`src/rtl/fetch_pkg.sv`:
```
// Shared types and constants for the LEGv8 instruction fetch stage.
package fetch_pkg;

  typedef enum logic {RUN, HALT} fetch_state_t;

  localparam logic [31:0] BUBBLE_INSTR = 32'h0;
  localparam int unsigned PC_STEP      = 4;

endpackage

```
`src/rtl/fetch_if.sv`:
```
// Bus between the fetch stage and its surroundings: hazard/branch control
// in, instruction memory port, and the IF/ID register contents out.
interface fetch_if #(
  parameter int N       = 64,
  parameter int IMEM_AW = 6
);

  logic               stall;
  logic               flush;
  logic               pc_src;
  logic [N-1:0]       pc_branch;
  logic [IMEM_AW-1:0] imem_addr;
  logic [31:0]        imem_q;
  logic [N-1:0]       if_id_pc;
  logic [31:0]        if_id_instr;
  logic               if_id_valid;
  logic               halted;
  logic [31:0]        fetch_count;

  // Surrounding pipeline and instruction memory
  modport master (
    output stall, flush, pc_src, pc_branch, imem_q,
    input  imem_addr, if_id_pc, if_id_instr, if_id_valid, halted, fetch_count
  );

  // The fetch stage itself
  modport slave (
    input  stall, flush, pc_src, pc_branch, imem_q,
    output imem_addr, if_id_pc, if_id_instr, if_id_valid, halted, fetch_count
  );

endinterface

```
`src/rtl/if_id_reg.sv`:
```
// IF/ID pipeline register: pc, instruction word and valid flag.
// bubble wins over load; with neither asserted every field holds.
module if_id_reg
  import fetch_pkg::*;
#(
  parameter int N = 64
) (
  input  logic         clk,
  input  logic         reset,
  input  logic         load,
  input  logic         bubble,
  input  logic [N-1:0] pc_in,
  input  logic [31:0]  instr_in,
  output logic [N-1:0] pc_q,
  output logic [31:0]  instr_q,
  output logic         valid_q
);

  logic [N-1:0] pc_d;
  logic [31:0]  instr_d;
  logic         valid_d;

  // Next contents: bubble clears, load captures, otherwise hold
  always_comb begin
    pc_d    = pc_q;
    instr_d = instr_q;
    valid_d = valid_q;
    if (bubble) begin
      pc_d    = '0;
      instr_d = BUBBLE_INSTR;
      valid_d = 1'b0;
    end else if (load) begin
      pc_d    = pc_in;
      instr_d = instr_in;
      valid_d = 1'b1;
    end
  end

  // Register with asynchronous clear
  always_ff @(posedge clk or posedge reset) begin
    if (reset) begin
      pc_q    <= '0;
      instr_q <= BUBBLE_INSTR;
      valid_q <= 1'b0;
    end else begin
      pc_q    <= pc_d;
      instr_q <= instr_d;
      valid_q <= valid_d;
    end
  end

endmodule

```
`src/rtl/fetch_stage.sv`:
```
// LEGv8 instruction fetch stage: PC register, next-PC selection, RUN/HALT
// control and the count of valid instructions handed to decode.
module fetch_stage
  import fetch_pkg::*;
#(
  parameter int N       = 64,
  parameter int IMEM_AW = 6
) (
  input  logic   clk,
  input  logic   reset,
  fetch_if.slave bus
);

  fetch_state_t state_q, state_d;
  logic [N-1:0] pc_q, pc_d;
  logic [31:0]  fetch_count_q, fetch_count_d;
  logic         load;
  logic         bubble;
  logic [N-1:0] pc_plus;
  logic [N-1:0] branch_target;

  // The low two bits of the redirect target are forced to zero (word aligned)
  assign pc_plus       = pc_q + N'(PC_STEP);
  assign branch_target = bus.pc_branch & ~{{(N-2){1'b0}}, 2'b11};

  // Next state, next PC and IF/ID control; priority pc_src > HALT > flush > stall
  always_comb begin
    state_d       = state_q;
    pc_d          = pc_q;
    fetch_count_d = fetch_count_q;
    load          = 1'b0;
    bubble        = 1'b0;
    if (bus.pc_src) begin
      pc_d    = branch_target;
      bubble  = 1'b1;
      state_d = RUN;
    end else if (state_q == HALT) begin
      bubble = 1'b1;
    end else if (bus.flush) begin
      bubble = 1'b1;
      if (!bus.stall) pc_d = pc_plus;
    end else if (bus.stall) begin
      // frozen: nothing changes, zero-word detection suppressed
    end else if (bus.imem_q == BUBBLE_INSTR) begin
      state_d = HALT;
      bubble  = 1'b1;
    end else begin
      load          = 1'b1;
      pc_d          = pc_plus;
      fetch_count_d = fetch_count_q + 32'd1;
    end
  end

  // State, PC and counter registers with asynchronous clear
  always_ff @(posedge clk or posedge reset) begin
    if (reset) begin
      state_q       <= RUN;
      pc_q          <= '0;
      fetch_count_q <= '0;
    end else begin
      state_q       <= state_d;
      pc_q          <= pc_d;
      fetch_count_q <= fetch_count_d;
    end
  end

  if_id_reg #(
    .N(N)
  ) u_if_id (
    .clk     (clk),
    .reset   (reset),
    .load    (load),
    .bubble  (bubble),
    .pc_in   (pc_q),
    .instr_in(bus.imem_q),
    .pc_q    (bus.if_id_pc),
    .instr_q (bus.if_id_instr),
    .valid_q (bus.if_id_valid)
  );

  assign bus.imem_addr   = pc_q[IMEM_AW+1:2];
  assign bus.halted      = (state_q == HALT);
  assign bus.fetch_count = fetch_count_q;

endmodule

```
`src/flat_wrapper.sv`:
```
// flat-port wrapper written by rule: the top's interface ports become plain ports
module fetch_stage_flat import fetch_pkg::*;
#(
  parameter int N       = 64,
  parameter int IMEM_AW = 6
)
  (clk, reset, bus_stall, bus_flush, bus_pc_src, bus_pc_branch, bus_imem_q, bus_imem_addr, bus_if_id_pc, bus_if_id_instr, bus_if_id_valid, bus_halted, bus_fetch_count);
  fetch_if #(.N(N), .IMEM_AW(IMEM_AW)) bus_i ();
  input  logic clk;
  input  logic reset;
  input wire logic [$bits(bus_i.stall)-1:0] bus_stall;
  input wire logic [$bits(bus_i.flush)-1:0] bus_flush;
  input wire logic [$bits(bus_i.pc_src)-1:0] bus_pc_src;
  input wire logic [$bits(bus_i.pc_branch)-1:0] bus_pc_branch;
  input wire logic [$bits(bus_i.imem_q)-1:0] bus_imem_q;
  output wire logic [$bits(bus_i.imem_addr)-1:0] bus_imem_addr;
  output wire logic [$bits(bus_i.if_id_pc)-1:0] bus_if_id_pc;
  output wire logic [$bits(bus_i.if_id_instr)-1:0] bus_if_id_instr;
  output wire logic [$bits(bus_i.if_id_valid)-1:0] bus_if_id_valid;
  output wire logic [$bits(bus_i.halted)-1:0] bus_halted;
  output wire logic [$bits(bus_i.fetch_count)-1:0] bus_fetch_count;
  assign bus_i.stall = bus_stall;
  assign bus_i.flush = bus_flush;
  assign bus_i.pc_src = bus_pc_src;
  assign bus_i.pc_branch = bus_pc_branch;
  assign bus_i.imem_q = bus_imem_q;
  assign bus_imem_addr = bus_i.imem_addr;
  assign bus_if_id_pc = bus_i.if_id_pc;
  assign bus_if_id_instr = bus_i.if_id_instr;
  assign bus_if_id_valid = bus_i.if_id_valid;
  assign bus_halted = bus_i.halted;
  assign bus_fetch_count = bus_i.fetch_count;
  fetch_stage #(.N(N), .IMEM_AW(IMEM_AW)) u_core (.clk(clk), .reset(reset), .bus(bus_i));
endmodule
```
`config.mk`:
```
export PLATFORM = sky130hd
export DESIGN_NAME = fetch_stage_flat
export DESIGN_NICKNAME = d
export VERILOG_FILES = /design/src/rtl/fetch_pkg.sv /design/src/rtl/fetch_if.sv /design/src/rtl/if_id_reg.sv /design/src/rtl/fetch_stage.sv /design/src/flat_wrapper.sv
export SDC_FILE = /design/constraint.sdc
export NUM_CORES = 1
export LEC_CHECK = 0
export ABC_AREA = 1
export ABC_CLOCK_PERIOD_IN_PS = 13000
export BUFFER_PORTS_ARGS = -buffer_cell sky130_fd_sc_hd__buf_4
export CAP_MARGIN = 15
export CORE_UTILIZATION = 60
export DETAILED_ROUTE_END_ITERATION = 10
export PLACE_DENSITY = 0.86
export SYNTH_ARGS = -nofsm -noshare
export SYNTH_HDL_FRONTEND = slang
export SYNTH_SLANG_ARGS = --single-unit
```
`constraint.sdc`:
```
create_clock -name clk -period 13 [get_ports clk]
set_input_delay 1.3 -clock clk [delete_from_list [all_inputs] [get_ports clk]]
set_output_delay 1.3 -clock clk [all_outputs]
set_load 0.05 [all_outputs]
```
# Word level (Yosys, flattened, before mapping)

Cells that the tools add are included.

Register bits: 194
Bits of input ports: 101
Output and inout bits: 136
Word-level logic and storage cells: 45

Add/subtract/negate cells: 2
Equality and inequality tests: 3
Multiplexer cells: 25
Bitwise operators: 5
Reductions and logical operators: 4

Operator list:

| kind                                           | number |
|---|---|
| two-way mux 64 bit                             | 8 |
| adder 64 x 3 -> 64 bit (second input constant) | 1 |
| two-way mux 32 bit                             | 2 |
| adder 32 x 1 -> 32 bit (second input constant) | 1 |
| zero test 32 bit                               | 1 |
| two-way mux 1 bit                              | 15 |
| inverter 1 bit                                 | 5 |
| AND reduction 5 bit                            | 1 |
| != test 3 bit (second input constant)          | 1 |
| AND reduction 3 bit                            | 1 |
| != test 2 x 1 -> 1 bit (second input constant) | 1 |
| != test 2 bit (second input constant)          | 1 |
| nonzero test 2 bit                             | 1 |

# Logic depth before layout (Yosys ltp)

Depth after elaboration: 8
Gate-level depth with buffers: 12
Mapped depth without buffers: 12

# Modules after synthesis

Synthesis repeated with hierarchy kept, for this count alone.

Cells, all modules: 1592
Area, all modules: 11021.8 sq um

Modules (own cells, without submodules):

| module      | instances | cells each | area an instance (sq um) | seq. area each (sq um) |
|---|---|---|---|---|
| fetch_stage | 1         | 1171       | 7210.7                   | 2377.3 |
| if_id_reg   | 1         | 421        | 3811.2                   | 2427.3 |

# Least setup slack after synthesis

Ideal clock, no wire load.

Kind: in2reg
Start: input bus_pc_src
End: register u_core.u_if_id.pc_q[36]
Setup time: 0.080 ns
Arrival time: 2.396 ns
Data required time: 12.920 ns
Slack: 10.525 ns
Cell stages on the path: 6
Buffers on the path: 4
Cell sequence: buf_6 > or4_4 > buf_6 > buf_6 > buf_6 > o22ai_2

Word-level cells in the longest chain between the ends: 2

Ends and longest elaborated chain:

| what                                                     | line               | source |
|---|---|---|
| start, declared                                          | flat_wrapper.sv:13 | `input wire logic [$bits(bus_i.pc_src)-1:0] bus_pc_src;` |
| two-way mux 1 bit                                        | fetch_stage.sv:33  | `if (bus.pc_src) begin` |
| two-way mux 64 bit or nonzero test 2 bit (tied branches) | --                 |  |
| end signal, assigned                                     | if_id_reg.sv:46    | `pc_q <= pc_d;` |
| end, declared                                            | if_id_reg.sv:14    | `output logic [N-1:0] pc_q,` |

Parallel ways exist; a longest one is shown, timed or not.
A chain may end at the register's enable or synchronous reset.

# Worst setup path in the final report

Start: input bus_imem_q[1]
End: register u_core.fetch_count_q[16] (netlist: u_core.bus.fetch_count[16])

Word-level cells in the longest chain between the ends: 3

Ends and longest elaborated chain:

| what                                 | line               | source |
|---|---|---|
| start, declared                      | flat_wrapper.sv:15 | `input wire logic [$bits(bus_i.imem_q)-1:0] bus_imem_q;` |
| zero test 32 bit                     | fetch_stage.sv:44  | `end else if (bus.imem_q == BUBBLE_INSTR) begin` |
| inverter 1 bit (no source line)      | --                 |  |
| AND reduction 5 bit (no source line) | --                 |  |
| end signal, assigned                 | fetch_stage.sv:63  | `fetch_count_q <= fetch_count_d;` |
| end, declared                        | fetch_stage.sv:16  | `logic [31:0] fetch_count_q, fetch_count_d;` |

Every way passes these cells.

==> results by group <==
Clock network
  • CTS tree: yes
  • H-tree depth: 4
  • Worst-skew pair later-pin latency: 0.45 ns
  • CTS Sinks: 191
  • Hold bufs inserted after CTS: 0
  • Worst-path clk slew: 0.09 ns
  • Root Buffer: clkbuf_16
  • Clk buf depth: 2
  • Setup Fix Bufs, Post-CTS: 0
  • Resized Gates After CTS: 0
  • CTS Buf Count: 17

Synth
  • Syn Area/Cell: 6.91 um^2
  • Ys Warns: 0
  • Netlist Area Pre-Place: 11,300 um^2
  • Seq/Total Area, Yosys: 42.1%
  • Number of flops mapped to enable cells by yosys: 0
  • Synth async-reset ratio: 100%
  • Synthesized instance count: 1,641
  • Syn nets: 1,744
  • Register bit total from synthesis: 191
  • Unique masters post-synth: 30
  • Top FF cell, synth: dfrtp_1

Worst hold path
  • Hold/Removal Path Class: reg -> reg

Outcome
  • Status: finished, final reports clean

Floorplanning
  • Row cnt: 49
  • Core ar.: 18,300 um^2
  • Die Ht: 140 um
  • I/O Pins: 237
  • Die width: 140 um
  • Total die area: 19,500 um^2
  • Initial Util: 62.1%

Power and ir drop
  • Gate power share: 21.1%
  • Internal power: 1010 uW
  • Overall power: 1570 uW
  • Peak supply drop: 0.0000963 V
  • PD cells: 115 nW/um^2
  • Clock share of power: 34.7%
  • Net switching power: 563 uW
  • Switching share of total power: 35.9%
  • Reg power frac: 44.2%
  • Leakage: 0.00682 uW

Timing
  • Fin crit period: 3.22 ns
  • Max_slew headroom: 29.4%
  • Final setup violation count: 0
  • Tcrit/Tclk final: 24.8%
  • RSZ-0062 raised after global routing: no
  • Worst slew pin tran: 1.06 ns
  • Final hold violation count: 0
  • TNS Setup: 0 ns
  • Achievable Freq: 310 MHz
  • Final Skew: 0.00982 ns
  • Fin. max-slew vios: 0

Routing
  • DR vias/cell: 5.47
  • Routed wire per std cell: 16.6 um
  • DRC: 0
  • DR pass1 iterations: 5
  • Total Wirelength: 34,500 um
  • First DRT Iteration DRCs: 1,000
  • Vias: 11,400
  • Routed Antenna Nets: 0

Final layout
  • Antenna Cells: 0
  • Layout cells sized above 1: 18.3%
  • Util after Layout: 74.9%
  • Most frequent cells in the layout: nand2_1 (566), buf_4 (240), inv_1 (238)
  • Commonest non-fill, non-tap cell in the layout: nand2_1
  • # nets final: 1,942
  • Area grow syn2layout: 20.6%

Setup path
  • CP Data Arrival Time: 3.51 ns
  • Crit path required time: 13.28 ns
  • Startpoint Class: input port
  • CP dominant cell by count: buf_4
  • Slowest cell delay on critical path: 0.70 ns
  • Worst path slowest cell: buf_4
  • CP Max Fanout: 57
  • Kind of critical path: in -> reg
  • CP endpoint kind: flip-flop
  • Cells along the critical path: buf_4 > nor2_1 > nand3_1 > nor2_1 > nand2_1 > o21ai_4 > buf_4 > buf_4 > o21ai_0

Placed design
  • Hpwl dp: 25,700 um
  • Gpl congestion: 0.978
  • Port Buffer Count: 234

Flow run
  • MaxCap Viol Count: 0

Global routing
  • Grt ovf: 0
  • Initial antenna violation count: 0
  • Vias in the first global route: 10,900
  • First-pass GRT wire length: 55,300 um
  • Largest net degree at the start of global routing: 124
  • GRT Total Usage: 36.4%
[layout make-up]
class,instances,area (um^2)
clock buffers,17,425
clock inverters,15,181
fillers,1459,4590
inverters,243,920
multi-input cells,1146,5280
flip-flops and latches,191,4780
well taps,229,287
repair buffers,240,1800
[through the flow]
step | cells | setup WS [ns] | area, um^2 | hold slack [ns]
after floorplan | 1641 | 6.50 | 11300 | 0.467
after global placement | 2049 | 9.43 | 13100 | 0.486
after detailed placement | 2049 | 9.31 | 13100 | 0.511
after CTS | 2081 | 9.77 | 13700 | 0.530
after global routing | 2081 | 9.62 | 13700 | 0.543
final | 2081 | 9.78 | 13700 | 0.530
[power groups by stage]
stage | Sequential, uW | Combinational (uW) | Clock [uW]
2_1_floorplan | 752 | 170 | 0
3_3_place_gp | 700 | 321 | 0
3_5_place_dp | 702 | 329 | 0
4_1_cts | 691 | 331 | 544
5_1_grt | 699 | 361 | 568
6_report | 693 | 331 | 543
[synthesized netlist by cell type (12+ instances only)]
library cell,number,area share [%]
o21ai_1,43,1.9
buf_2,20,0.88
nand2_1,566,19
buf_4,15,0.99
xor2_1,12,0.93
nand3b_1,13,0.86
clkbuf_1,14,0.46
nor3_1,19,0.84
inv_1,240,7.9
nor2_1,227,7.5
o21ai_0,40,1.8
nand4_1,19,1.0
o22ai_2,39,4.3
o22ai_1,30,1.7
dfrtp_1,191,42
nand3_1,103,4.5
[worst max-delay path, delay by kind of cell]
| kind | cells | cell delay, ns |
|---|---|---|
| and+or+nand+nor | 4 | 0.46 |
| buffers and inverters | 3 | 1.31 |
| AOI/OAI and AO/OA | 2 | 0.40 |
[state kept, by name, summed over array words and instances, names as in the netlist]
name and flops:
u_core.bus.fetch_count 32, u_core.bus.halted 1, u_core.pc_q 62, u_core.u_if_id.instr_q 32, u_core.u_if_id.pc_q 63, u_core.u_if_id.valid_q 1
[routing by layer]
layer  global-route usage (%)  routed length, um  vias to the layer above
met4                     17.8               1490                        0
met1                     46.8              14300                     5356
met3                     5.64               2310                       77
li1                         -                  -                     5505
met5                        0                  0                        -
met2                     60.1              16400                      447
[cell families after synthesis]
group | synth area share, %
and+or+nand+nor | 35.0
adders and majority gates | 0.221
xor gates and xnor gates | 1.39
AOI/OAI and AO/OA | 9.89
DFF | 42.1
buffers and inverters | 11.4
[path summary, 6_finish.rpt]
path	startpoint	slack [ns]	end	cells after the start
min in group asynchronous	reset	1.00	u_core.bus.fetch_count[23]$_DFFE_PP0P_	2
min reg2reg	u_core.u_if_id.instr_q[31]$_DFFE_PP0P_	0.53	u_core.u_if_id.instr_q[31]$_DFFE_PP0P_	2
max in group asynchronous	reset	10.51	u_core.pc_q[59]$_DFFE_PP0P_	3
min	u_core.u_if_id.instr_q[31]$_DFFE_PP0P_	0.53	u_core.u_if_id.instr_q[31]$_DFFE_PP0P_	2
max reg2reg	u_core.pc_q[2]$_DFFE_PP0P_	10.60	u_core.pc_q[52]$_DFFE_PP0P_	10
max	bus_imem_q[1]	9.78	u_core.bus.fetch_count[16]$_DFFE_PP0P_	9
No activity file was read; power rests on OpenSTA's default activity.
